File: src/rtl/fu_completion_unit.sv
// FU completion model: captures issued RS packets into per-class slots, ages them by class
// latency, then retires them through a round-robin CDB grant with one-cycle slot-free pulses.
package fu_pkg;
  localparam int NUM_FU_ALU   = 3;
  localparam int NUM_FU_MULT  = 2;
  localparam int NUM_FU_LOAD  = 2;
  localparam int NUM_FU_STORE = 2;
  localparam int FU_IDX_W     = 2;
  localparam int PREG_W       = 6;

  typedef enum logic [1:0] {
    FU_ALU   = 2'd0,
    FU_MULT  = 2'd1,
    FU_LOAD  = 2'd2,
    FU_STORE = 2'd3
  } funit_t;

  typedef struct packed {
    logic [PREG_W-1:0] idx;
    logic              ready;
  } preg_t;

  typedef struct packed {
    funit_t            funit;
    logic [PREG_W-1:0] dest_reg;
  } rs_packet_t;
endpackage

module fu_completion_unit
  import fu_pkg::*;
#(
  parameter int ALU_LAT      = 1,
  parameter int MULT_LAT     = 4,
  parameter int LOAD_LAT     = 2,
  parameter int STORE_LAT    = 1,
  parameter int STALL_THRESH = 2
) (
  input  logic                    clock,
  input  logic                    reset,
  input  logic                    ready,
  input  rs_packet_t              issued_packet,
  input  logic [FU_IDX_W-1:0]     issue_fu_index,
  output logic                    issue_enable,
  output logic                    update,
  output preg_t                   ready_reg,
  output logic [NUM_FU_ALU-1:0]   free_alu,
  output logic [NUM_FU_MULT-1:0]  free_mult,
  output logic [NUM_FU_LOAD-1:0]  free_load,
  output logic [NUM_FU_STORE-1:0] free_store,
  output logic                    issue_error
);
  localparam int NUM_CDB    = NUM_FU_ALU + NUM_FU_MULT + NUM_FU_LOAD;
  localparam int NUM_SLOT   = NUM_CDB + NUM_FU_STORE;
  localparam int BASE_MULT  = NUM_FU_ALU;
  localparam int BASE_LOAD  = BASE_MULT + NUM_FU_MULT;
  localparam int BASE_STORE = NUM_CDB;
  localparam int CNT_W      = 8;
  localparam int PTR_W      = $clog2(NUM_CDB);
  localparam int DCNT_W     = $clog2(NUM_SLOT + 1);

  typedef enum logic [1:0] {S_IDLE, S_EXEC, S_DONE} slot_state_t;

  slot_state_t       state_q [NUM_SLOT];
  slot_state_t       state_d [NUM_SLOT];
  logic [CNT_W-1:0]  cnt_q   [NUM_SLOT];
  logic [CNT_W-1:0]  cnt_d   [NUM_SLOT];
  logic [PREG_W-1:0] dest_q  [NUM_SLOT];
  logic [PREG_W-1:0] dest_d  [NUM_SLOT];
  logic [PTR_W-1:0]  ptr_q;
  logic [PTR_W-1:0]  ptr_d;
  logic [NUM_SLOT-1:0] capture;
  logic [NUM_SLOT-1:0] free_all;
  logic [DCNT_W-1:0] done_cnt;
  logic              in_range;
  logic              found;
  logic              err_now;
  int                tgt;
  int                gnt;
  int                cand;

  // Countdown start value: a slot spends LAT edges in EXEC before it turns DONE.
  function automatic logic [CNT_W-1:0] start_cnt(input int s);
    int lat;
    if (s < BASE_MULT)       lat = ALU_LAT;
    else if (s < BASE_LOAD)  lat = MULT_LAT;
    else if (s < BASE_STORE) lat = LOAD_LAT;
    else                     lat = STORE_LAT;
    return CNT_W'(lat - 1);
  endfunction

  always_comb begin
    in_range = 1'b0;
    tgt      = 0;
    case (issued_packet.funit)
      FU_ALU:   begin in_range = int'(issue_fu_index) < NUM_FU_ALU;   tgt = int'(issue_fu_index); end
      FU_MULT:  begin in_range = int'(issue_fu_index) < NUM_FU_MULT;  tgt = BASE_MULT + int'(issue_fu_index); end
      FU_LOAD:  begin in_range = int'(issue_fu_index) < NUM_FU_LOAD;  tgt = BASE_LOAD + int'(issue_fu_index); end
      FU_STORE: begin in_range = int'(issue_fu_index) < NUM_FU_STORE; tgt = BASE_STORE + int'(issue_fu_index); end
      default:  begin in_range = 1'b0; tgt = 0; end
    endcase
    for (int s = 0; s < NUM_SLOT; s++)
      capture[s] = ready && in_range && (tgt == s) && (state_q[s] == S_IDLE);
    err_now = ready && !(|capture);

    // Round-robin search over non-store slots starting at the rotate pointer.
    found = 1'b0;
    gnt   = 0;
    cand  = 0;
    for (int k = 0; k < NUM_CDB; k++) begin
      cand = int'(ptr_q) + k;
      if (cand >= NUM_CDB) cand = cand - NUM_CDB;
      if (!found && state_q[cand] == S_DONE) begin
        found = 1'b1;
        gnt   = cand;
      end
    end
    ptr_d = ptr_q;
    if (found) ptr_d = (gnt + 1 >= NUM_CDB) ? '0 : PTR_W'(gnt + 1);

    free_all = '0;
    done_cnt = '0;
    for (int s = 0; s < NUM_SLOT; s++) begin
      state_d[s] = state_q[s];
      cnt_d[s]   = cnt_q[s];
      dest_d[s]  = dest_q[s];
      case (state_q[s])
        S_IDLE: if (capture[s]) begin
          state_d[s] = S_EXEC;
          cnt_d[s]   = start_cnt(s);
          dest_d[s]  = issued_packet.dest_reg;
        end
        S_EXEC: if (cnt_q[s] == '0) state_d[s] = S_DONE;
                else                cnt_d[s]   = cnt_q[s] - 1'b1;
        S_DONE: if (s >= BASE_STORE || (found && gnt == s)) begin
          state_d[s]  = S_IDLE;
          free_all[s] = 1'b1;
        end
        default: state_d[s] = S_IDLE;
      endcase
      if (state_d[s] == S_DONE) done_cnt = done_cnt + DCNT_W'(1);
    end
  end

  always_ff @(posedge clock) begin
    if (!reset) begin
      for (int s = 0; s < NUM_SLOT; s++) begin
        state_q[s] <= S_IDLE;
        cnt_q[s]   <= '0;
      end
      ptr_q        <= '0;
      update       <= 1'b0;
      ready_reg    <= '0;
      free_alu     <= '0;
      free_mult    <= '0;
      free_load    <= '0;
      free_store   <= '0;
      issue_error  <= 1'b0;
      issue_enable <= 1'b0;
    end else begin
      for (int s = 0; s < NUM_SLOT; s++) begin
        state_q[s] <= state_d[s];
        cnt_q[s]   <= cnt_d[s];
      end
      ptr_q        <= ptr_d;
      update       <= found;
      ready_reg    <= found ? '{idx: dest_q[gnt], ready: 1'b1} : '0;
      free_alu     <= free_all[BASE_MULT-1:0];
      free_mult    <= free_all[BASE_LOAD-1:BASE_MULT];
      free_load    <= free_all[BASE_STORE-1:BASE_LOAD];
      free_store   <= free_all[NUM_SLOT-1:BASE_STORE];
      issue_error  <= issue_error | err_now;
      issue_enable <= int'(done_cnt) < STALL_THRESH;
    end
  end

  // Packet payload is data only; validity lives in the slot state.
  always_ff @(posedge clock) begin
    for (int s = 0; s < NUM_SLOT; s++) dest_q[s] <= dest_d[s];
  end
endmodule

File: config.mk
export PLATFORM = sky130hd
export DESIGN_NAME = fu_completion_unit
export DESIGN_NICKNAME = d
export VERILOG_FILES = /design/src/rtl/fu_completion_unit.sv
export SDC_FILE = /design/constraint.sdc
export NUM_CORES = 1
export LEC_CHECK = 0
export CORE_MARGIN = 8
export CORE_UTILIZATION = 60
export CTS_CLUSTER_SIZE = 10
export DETAILED_ROUTE_END_ITERATION = 12
export GPL_TIMING_DRIVEN = 0
export PLACE_DENSITY = 0.84
export RECOVER_POWER = 100
export SYNTH_ARGS = -nofsm -noshare
export SYNTH_HDL_FRONTEND = slang
export SYNTH_SLANG_ARGS = --single-unit
File: constraint.sdc
create_clock -name clock -period 11.25 [get_ports clock]
set_clock_uncertainty 0.2 [all_clocks]
set_input_delay 2.8125 -clock clock [delete_from_list [all_inputs] [get_ports clock]]
set_output_delay 2.8125 -clock clock [all_outputs]
set_load 0.005 [all_outputs]
==> summary by stage <==
Run status
The flow ran to the end, but the final reports show violations. The checks that failed: max-capacitance violations, max-slew violations.

Flow run
Across the run, the number of max-cap violations was 1.

GRT
The total congestion overflow after global routing is 0. Entering global routing, the biggest net connects 20 pins. The wire length of the first global-routing pass is about 42000 um. The number of global-route vias before repair was roughly 8200. The initial antenna violation count is 0. Across every metal layer, demand over resource in global routing totals 0.242.

Clocking
The number of buffers added by the clock tree synthesis step is 17. The quantity of hold-fixing buffers added after cts is 0. The sink count of the clock tree is 165. In this run the deepest clock path goes through 2 buffers. The root buffer cell is sky130_fd_sc_hd__clkbuf_16.

In this run the number of H-tree levels came out at 4. The CTS tree is done. The clock latency of the later-clocked register in the worst-skew pair is 0.44 ns. The clock slew at the register clock pins of the worst setup and hold paths is roughly 0.080 ns.

Yosys
The area share of the largest cell type after synthesis is 0.217. The post-synthesis instance total is between 1000 and 1500. The most used flip-flop cell after synthesis is sky130_fd_sc_hd__dfxtp_1. The share of synthesized registers carrying an async set or reset is 0. The total nets after synthesis is approximately 1200. The portion of the post-synthesis area used by sequential elements is 0.376. By area the synthesized netlist is led by sky130_fd_sc_hd__dfxtp_1 (22%), sky130_fd_sc_hd__edfxtp_1 (16%), sky130_fd_sc_hd__ha_1 (7.0%). In this run the cell area of the synthesized design comes to around 0.010 mm2. The largest area contributor in the netlist is sky130_fd_sc_hd__dfxtp_1. A synthesized cell averages 9.15 um2. Synthesis inferred roughly 170 register bits. In this run, synthesis inferred 54 flip-flops with an integrated enable.

The synthesis warning total is 0. The number of distinct standard cells referenced by the synthesized netlist is 90.

Finish
Ranked by flip-flop count, first place goes to cnt_q. The number of antenna cells inserted is 0. After routing the design area is about 0.011 mm2. The net count reported at finish is roughly 1200. The layout overhead on the synthesized area is 11.5%.

In the final layout, the share of cells above drive strength 1 is 0.0685. The largest registers in the layout are cnt_q x72, dest_q x54, state_q x18. For this run, the share of the core covered by cells in the final layout is 0.686.

The register with the most flip-flops in the layout has 72 of them. The final standard cell count with taps included and fillers excluded is roughly 1400.

Power
In this run the power density over the cells is 245 mW/mm2. The highest ir drop seen on vdd is roughly 0.18 mV. Of the total power, the share spent switching nets is 0.460.

The cell leakage power is between 4 and 5 nW. Of the total power, combinational logic draws 0.558. The switching power of the nets is 0.00129 W.

The share of total power dissipated in the clock network is 0.208. The internal portion of the total power is around 0.0015 W. The portion of total power attributed to sequential cells is 0.234.

Placed design
The area after detailed placement is around 0.011 mm2. Summed over all nets, the half-perimeter wirelength after detailed placement is around 19000 um. The congestion estimate from routability-driven global placement came to ~0.98.

The pre-CTS worst setup slack is 0.452 ns. The total of buffers placed on input and output ports is 29. Including well taps, the total number of placed cells is around 1400.

Timing
The relative slew slack is -0.184. Setup repair after global routing left no endpoint under its margin. Static timing analysis puts the maximum clock frequency at between 90 and 100 MHz. The transition at the pin with the smallest max-transition slack is 1.76 ns. The final worst slack is between 0.5 and 0.6 ns. The routed design could run at a clock period as short as ~11 ns. The final number of hold-violating endpoints came to 0.

Of the available clock period, the critical path in the final layout requires 0.950. For the final routed database, the setup TNS stands at 0 ns. The number of max-slew violations in the final report was 7. Setup violations remaining at the end of the flow were counted as 0.

Critical path
The arrival time of data at the critical path endpoint is 10.81 ns. Along the worst path, the maximum fanout reaches 11. By startpoint and endpoint, the worst setup path is classified as reg -> reg. The critical path data required time is roughly 11 ns.

The critical path startpoint category is a flop. The critical-path cell with the highest stage delay is sky130_fd_sc_hd__dfxtp_1. The worst setup path is captured at a flop.

The dominant cell type by count on the critical path is sky130_fd_sc_hd__ha_1. For this run, the slowest stage of the critical path takes just under 0.6 ns.

Floorplan
The site row count is 47. The I/O pin count is 32. The overall die area is 0.0215 mm2. The placeable core region is between 0.015 and 0.02 mm2. The initial core utilization is 0.615. Measured along the y axis, the die boundary spans between 100 and 150 um. The die width is ~150 um.

Route
In the routed layout, each cell is associated on average with a via count of between 6 and 7. Dividing the detail-routed wire length by the instance count gives between 15 and 20 um. Detailed routing inserted a total of 8816 vias. For this block, the routed nets add up to about 26000 um of wire. For this block, the initial DRC count from the detailed router was a little over 1000. The detail route stage leaves a number of antenna-violating nets equal to 0.

The final routed DRC violation total is 0. Before antenna repair, the detailed router went through 8 iterations.

Min path
The worst hold path class is reg -> reg.
[synthesized netlist by cell type (32+ instances only)]
cell and instances:
sky130_fd_sc_hd__nand2b_1 40, sky130_fd_sc_hd__edfxtp_1 54, sky130_fd_sc_hd__xor2_1 32, sky130_fd_sc_hd__ha_1 57
sky130_fd_sc_hd__nand2_1 112, sky130_fd_sc_hd__nor2b_1 36, sky130_fd_sc_hd__xnor2_1 38, sky130_fd_sc_hd__inv_1 49
sky130_fd_sc_hd__dfxtp_1 111, sky130_fd_sc_hd__a21oi_1 41, sky130_fd_sc_hd__o21ai_0 37, sky130_fd_sc_hd__nor2_1 115
sky130_fd_sc_hd__nor3_1 40
[stage by stage]
step | power (W) | hold WS [ns]
6_report | 0.00280 | 0.278
5_1_grt | 0.00294 | 0.309
4_1_cts | 0.00275 | 0.282
3_5_place_dp | 0.00216 | 0.265
3_3_place_gp | 0.00213 | 0.261
2_1_floorplan | 0.00180 | 0.248
[layout make-up]
cell class | count | area [um2]
buffer | 37 | 175
clock inverter | 15 | 174
tap | 220 | 275
sequential | 165 | 3840
fill | 1281 | 5230
timing repair buffer | 31 | 298
multi-input combinational | 865 | 6030
clock buffer | 17 | 425
inverter | 52 | 195
[critical path: cells and delay by family, from the launching register on]
kind	cells	cell delay, ns
adders and majority gates	8	2.38
buffers and inverters	6	1.94
muxes	2	0.50
xor gates and xnor gates	2	0.34
and+or+nand+nor	10	1.74
AOI/OAI and AO/OA	13	2.86
DFF	1	0.58
[repair_timing]
action / in CTS / in global routing
setup endpoints to repair: 0 / 1
buffers inserted: 0 / 0
gates resized for setup: 0 / 7
[final timing paths]
path | startpoint | end | slack (ns) | cells past startpoint
max | ptr_q[1] | issue_enable | 0.56 | 41
min | dest_q[8][3] | ready_reg[4] | 0.28 | 2
max reg2reg | ptr_q[1] | issue_enable | 0.56 | 41
min reg2reg | dest_q[8][3] | ready_reg[4] | 0.28 | 2
[cell families (layout without fill, tap and decap cells)]
logic type,Yosys count,count (layout),share of synthesized area
AND/OR/NAND/NOR,482,482,0.240
AO/OA/AOI/OAI,210,210,0.149
flip-flops,165,165,0.376
buffers and inverters,89,152,0.0361
XOR/XNOR,75,75,0.0700
adder cells (fa/ha/maj),59,59,0.0736
multiplexers,39,39,0.0559
[power by group through the flow]
stage / Sequential, W / Clock, W / Combinational [W]
detailed placement: 0.000668 / 0 / 0.00149
global placement: 0.000667 / 0 / 0.00146
global route: 0.000656 / 0.000614 / 0.00167
CTS: 0.000655 / 0.000586 / 0.00151
floorplan: 0.000662 / 0 / 0.00114
finish: 0.000655 / 0.000582 / 0.00156
[layout by cell type, fill, tap and decap left out, types with 9 or more instances in the layout]
master,instances
sky130_fd_sc_hd__dfxtp_1,111
sky130_fd_sc_hd__dlygate4sd3_1,26
sky130_fd_sc_hd__mux4_2,13
sky130_fd_sc_hd__a21oi_1,40
sky130_fd_sc_hd__ha_1,57
sky130_fd_sc_hd__xnor2_1,38
sky130_fd_sc_hd__edfxtp_1,54
sky130_fd_sc_hd__nand2b_1,40
sky130_fd_sc_hd__nand2_1,112
sky130_fd_sc_hd__clkbuf_1,24
sky130_fd_sc_hd__nand3_1,22
sky130_fd_sc_hd__nor2_1,115
sky130_fd_sc_hd__o21a_1,11
sky130_fd_sc_hd__o21ai_0,39
sky130_fd_sc_hd__a211oi_1,15
sky130_fd_sc_hd__and2_1,18
sky130_fd_sc_hd__clkbuf_16,17
sky130_fd_sc_hd__a21o_1,9
sky130_fd_sc_hd__or4_1,10
sky130_fd_sc_hd__inv_1,49
sky130_fd_sc_hd__nor3_1,40
sky130_fd_sc_hd__and3_1,20
sky130_fd_sc_hd__xor2_1,32
sky130_fd_sc_hd__nor4_1,12
sky130_fd_sc_hd__nor2b_1,36
sky130_fd_sc_hd__mux2i_1,22
sky130_fd_sc_hd__or3_1,14
[per-layer routing]
layer,up-vias,part of all wire,track usage
li1,4139,-,-
met1,4145,0.41,0.303
met2,449,0.47,0.399
met3,83,0.088,0.0498
met4,0,0.032,0.0994
met5,-,0,0
Note: power is estimated with default switching activity, not from simulation.
==> RTL change 1, RTL diff (config.mk and constraints unchanged) <==
Change the package constant `NUM_FU_STORE` from 2 to 4.
--- a/src/rtl/fu_completion_unit.sv
+++ b/src/rtl/fu_completion_unit.sv
@@ -4,7 +4,7 @@
   localparam int NUM_FU_ALU   = 3;
   localparam int NUM_FU_MULT  = 2;
   localparam int NUM_FU_LOAD  = 2;
-  localparam int NUM_FU_STORE = 2;
+  localparam int NUM_FU_STORE = 4;
   localparam int FU_IDX_W     = 2;
   localparam int PREG_W       = 6;
 
Interface: changed (resized free_store); port bits go from 32 to 34. No check against the original RTL was run, so the function may have changed too.
==> RTL change 1 against the unedited design <==
Sequential power is 21% higher. Setup slack worse by 0.14 ns. Total power is 6.1% higher. Critical path depth is 7 higher. Core utilization is 0.64 points higher. Clock power is 12% higher. Via count is 12% higher. Count of clock-buffer cells in the layout stayed put. Sequential cell count is 34 higher. Wire length is 14% higher. Global-route usage is 0.45 points higher. Synthesized area is 16% higher. Final area is 18% higher. Critical path type unchanged. Largest power group unchanged. Highest routed layer unchanged.
==> RTL change 1: results (changes against the unedited design) <==
Hold EP cnt_q[3][6]$_SDFFE_PN0P_ (was ready_reg[4]$_SDFF_PN0_); Post-Place Cells 1,575 (was 1,370); worst path arrival time 10.95 ns (was 10.81 ns); Via density 6.11 (was 6.29); reg-to-reg startpoint ptr_q[0]$_SDFFE_PN0P_ (was ptr_q[1]$_SDFFE_PN0P_); Worst VDD drop 0.190 mV (was 0.180 mV); global-route wire length before repair 48,000 um (was 42,100 um); worst-margin pin slew 1.10 ns (was 1.76 ns); P_sw 1.27 mW (was 1.29 mW); port buffer count 33 (was 29); post-synthesis cell type count 91 (was 90); gr usage total 0.246 (was 0.242); Post-DRT Antenna Nets 0 (unchanged); status finished, final reports clean (was finished, violations left); GPL Wtd Cong 0.961 (was 0.979); DR iter-0 viols 793 (was 1,022); First-pass DRT Iterations 6 (was 8); routed vias 9,863 (was 8,816); Hold Path Origin cnt_q[3][6]$_SDFFE_PN0P_ (was dest_q[8][3]$_DFFE_PP_); slowest stage delay, CP 0.57 ns; synthesized net count 1,350 (was 1,191); met1 WL 12,300 um (was 10,800 um); Largest regs cnt_q x88, dest_q x66, state_q x22 (was cnt_q x72, dest_q x54, state_q x18); Worst Reg-to-Reg Cells 48 (was 41); fraction of layout instances using a drive strength above 1 0.0979 (was 0.0685); CP max-delay cell mux4_2 (was dfxtp_1); vias in the first global route 9,500 (was 8,238); WHS Path Cells 2 (unchanged); top cells by area, synth dfxtp_1, edfxtp_1, ha_1, nor2_1, nor2b_1 (was dfxtp_1, edfxtp_1, ha_1, nor2_1, nand2_1); flop2flop setup slack 0.43 ns (was 0.56 ns); Post-synth top cells nor2_1, dfxtp_1, nand2_1 (was nor2_1, nand2_1, dfxtp_1); number of flops mapped to enable cells by yosys 66 (was 54); P_leak 5.21 nW (was 4.60 nW); Critical R2R Capture issue_enable$_SDFF_PN0_ (unchanged); total wire length 30,000 um (was 26,400 um); routed wl met2 14,400 um (was 12,400 um); sequential share of the synthesized area 0.392 (was 0.376); syn avg cell area 9.33 um2 (was 9.15 um2); dpl ws -1.24 ns (was 0.452 ns); worst hold margin 0.298 ns (was 0.278 ns); initial antenna violation count 0 (unchanged); HPWL after DPL 21,300 um (was 18,800 um); met3 WL 2480 um (was 2320 um)
-- RTL change 1: changes by cell type in the layout (fill, tap and decap cells not counted), sizes merged, moves of 12 or more --
cell    change
a21oi      +22
buf        +14
dfxtp      +22
edfxtp     +12
nand2      -23
nor2       +27
nor2b      +33
-- RTL change 1: critical path: cells and delay by family (launching register included) --
kind,cells,cell delay (ns)
flops,1,0.44
buf+inv,6,1.18
fa+ha+maj,7,2.04
compound gates,13,2.10
mux,2,0.84
xor+xnor,6,1.26
simple gates,14,2.62
-- RTL change 1: how the worst max path moves through the flow --
stage	cells past startpoint	slack [ns]	from	to
detailed placement	48	-1.24	ptr_q[0]$_SDFFE_PN0P_	issue_enable$_SDFF_PN0_
CTS	48	0.03	ptr_q[0]$_SDFFE_PN0P_	issue_enable$_SDFF_PN0_
floorplan	50	0.91	ptr_q[0]$_SDFFE_PN0P_	issue_enable$_SDFF_PN0_
global placement	48	-0.92	ptr_q[0]$_SDFFE_PN0P_	issue_enable$_SDFF_PN0_
global route	49	-0.05	ptr_q[1]$_SDFFE_PN0P_	issue_enable$_SDFF_PN0_
finish	48	0.43	ptr_q[0]$_SDFFE_PN0P_	issue_enable$_SDFF_PN0_
-- RTL change 1: cell type report --
class | instances | area (um2)
multi-input combinational | 986 | 7020
fill | 1496 | 5970
sequential | 199 | 4650
timing repair buffer | 49 | 450
clock buffer | 17 | 425
tap | 265 | 332
clock inverter | 15 | 211
inverter | 51 | 195
buffer | 31 | 143
-- RTL change 1: routing by layer --
metal | vias up | global-route usage
li1 | 4650 | -
met1 | 4675 | 0.305
met2 | 454 | 0.410
met3 | 84 | 0.0480
met4 | 0 | 0.112
met5 | - | 0
-- RTL change 1: stage by stage --
step	TNS, ns	instance area [um2]
2_1_floorplan	0	11800
3_3_place_gp	-0.917	12500
3_5_place_dp	-1.24	12600
4_1_cts	0	13300
5_1_grt	-0.0546	13400
6_report	0	13400
-- RTL change 1: cells by family after synthesis --
family,after synthesis,synth area share
mux,49,0.0528
compound gates,236,0.137
flops,199,0.392
xor+xnor,91,0.0757
simple gates,541,0.240
buf+inv,83,0.0276
fa+ha+maj,69,0.0742
-- RTL change 1: what timing repair did --
action,4_1_cts,5_1_grt
resized for setup,9,21
cloned,0,0
buffers inserted,2,5
setup endpoints to repair,1,1
pin swaps,1,2
hold endpoints to repair,0,0
-- RTL change 1: power groups by stage --
stage / Combinational, mW / Clock, mW / Sequential, mW
after floorplan: 1.03 / 0 / 0.804
after global placement: 1.35 / 0 / 0.807
after detailed placement: 1.39 / 0 / 0.808
after CTS: 1.45 / 0.661 / 0.792
after global routing: 1.63 / 0.693 / 0.798
final: 1.52 / 0.654 / 0.794
==> RTL change 2, RTL diff (config.mk and constraints unchanged) <==
Made on the original files. Remove the case item `FU_MULT` of the case on `issued_packet.funit`.
--- a/src/rtl/fu_completion_unit.sv
+++ b/src/rtl/fu_completion_unit.sv
@@ -93,7 +93,6 @@
     tgt      = 0;
     case (issued_packet.funit)
       FU_ALU:   begin in_range = int'(issue_fu_index) < NUM_FU_ALU;   tgt = int'(issue_fu_index); end
-      FU_MULT:  begin in_range = int'(issue_fu_index) < NUM_FU_MULT;  tgt = BASE_MULT + int'(issue_fu_index); end
       FU_LOAD:  begin in_range = int'(issue_fu_index) < NUM_FU_LOAD;  tgt = BASE_LOAD + int'(issue_fu_index); end
       FU_STORE: begin in_range = int'(issue_fu_index) < NUM_FU_STORE; tgt = BASE_STORE + int'(issue_fu_index); end
       default:  begin in_range = 1'b0; tgt = 0; end
Function: changed (a bounded check fails within 4 cycles, from zero or initial values and one cycle with reset low).
==> RTL change 2 against the unedited design <==
Sequential share of layout area increased by 0.19 points. Synthesized area about the same. Final area shrank 0.56%. Fmax rose by 4.3%. Sequential power fell by 0.8%. Synthesized cell count grew 0.27%. Total power shrank 5.0%. Setup slack improved by 0.44 ns. Non-clock buffer count is 4 higher. Sequential cell count unchanged. Wire length increased by 0.30%. Critical path type unchanged. Highest routed layer unchanged.
==> RTL change 2: results (changes against the unedited design) <==
status finished, final reports clean (was finished, violations left); GPL Wtd Cong 1.01 (was 0.979); syn avg cell area 9.13 um2 (was 9.15 um2); total wire length 26,500 um (was 26,400 um); routed vias 8,795 (was 8,816); worst path arrival time 10.42 ns (was 10.81 ns); Hold EP issue_error$_SDFF_PN0_ (was ready_reg[4]$_SDFF_PN0_); internal power 1.46 mW (was 1.51 mW); post-synthesis cell type count 93 (was 90); met3 WL 2230 um (was 2320 um); global-route wire length before repair 43,200 um (was 42,100 um); flop2flop setup slack 1.00 ns (was 0.56 ns); WHS Path Cells 1 (was 2); number of inserted diodes 0 (unchanged); met1 WL 10,800 um (about the same); sequential share of the synthesized area 0.375 (was 0.376); Post-Place Cells 1,377 (was 1,370); port buffer count 30 (was 29); Worst Reg-to-Reg Cells 38 (was 41); slowest stage delay, CP 0.56 ns (was 0.58 ns); DR iter-0 viols 859 (was 1,022); Via density 6.24 (was 6.29); P_leak 4.48 nW (was 4.60 nW); Hold Path Origin issue_error$_SDFF_PN0_ (was dest_q[8][3]$_DFFE_PP_); clock buffer depth 2 (unchanged); max_slew headroom 0.0366 (was -0.184); CP max-delay cell or4b_1 (was dfxtp_1); worst hold margin 0.278 ns (about the same); pin count of the biggest net entering global routing 17 (was 20); Worst VDD drop 0.173 mV (was 0.180 mV); vias in the first global route 8,638 (was 8,238)
RTL change 2: layout make-up:
class	count	area (um2)
Buffer	42	220
Clock buffer	18	429
Clock inverter	14	143
Fill cell	1292	5290
Inverter	51	191
Multi-Input combinational cell	869	5950
Sequential cell	165	3840
Tap cell	220	275
Timing Repair Buffer	30	300
RTL change 2: power groups by stage:
stage               registers [mW]  logic (mW)  clock network [mW]
floorplan                    0.660        1.04                   0
global placement             0.662        1.36                   0
detailed placement           0.663        1.41                   0
CTS                          0.649        1.43               0.572
global route                 0.651        1.54               0.598
finish                       0.650        1.44               0.568
RTL change 2: per-stage QoR:
stage          area (um2)  setup WS, ns
2_1_floorplan       10300          2.98
3_3_place_gp        10800          1.55
3_5_place_dp        10800          1.37
6_report            11400          1.00
4_1_cts             11400          1.36
5_1_grt             11400         0.272
RTL change 2: logic make-up (layout without fill, tap and decap cells):
kind of cell    after synthesis  after routing  synth area share
simple gates                457            457             0.241
compound gates              242            242             0.167
flops                       165            165             0.375
buf+inv                      93            155            0.0402
xor+xnor                     67             67            0.0617
fa+ha+maj                    54             54            0.0675
mux                          43             43            0.0469
other cells                   1              6          0.000366
RTL change 2: worst max-delay path by stage:
| stage | to | slack, ns |
|---|---|---|
| 4_1_cts | issue_enable$_SDFF_PN0_ | 1.36 |
| 5_1_grt | issue_enable$_SDFF_PN0_ | 0.27 |
| 6_report | issue_enable$_SDFF_PN0_ | 1.00 |
| 3_5_place_dp | issue_enable$_SDFF_PN0_ | 1.37 |
| 3_3_place_gp | issue_enable$_SDFF_PN0_ | 1.55 |
| 2_1_floorplan | issue_enable$_SDFF_PN0_ | 2.98 |
RTL change 2: layer usage:
| metal | GRT usage | up-vias |
|---|---|---|
| li1 | - | 4159 |
| met1 | 0.302 | 4173 |
| met2 | 0.413 | 389 |
| met3 | 0.0587 | 74 |
| met4 | 0.101 | 0 |
| met5 | 0 | - |
RTL change 2: worst max-delay path: cells and delay by family (launching register included):
| family | cells | cell delay (ns) |
|---|---|---|
| muxes | 2 | 0.49 |
| DFF | 1 | 0.54 |
| AOI/OAI and AO/OA | 11 | 2.53 |
| buffers and inverters | 8 | 1.94 |
| xor gates and xnor gates | 3 | 0.82 |
| adders and majority gates | 8 | 2.36 |
| and+or+nand+nor | 6 | 1.29 |
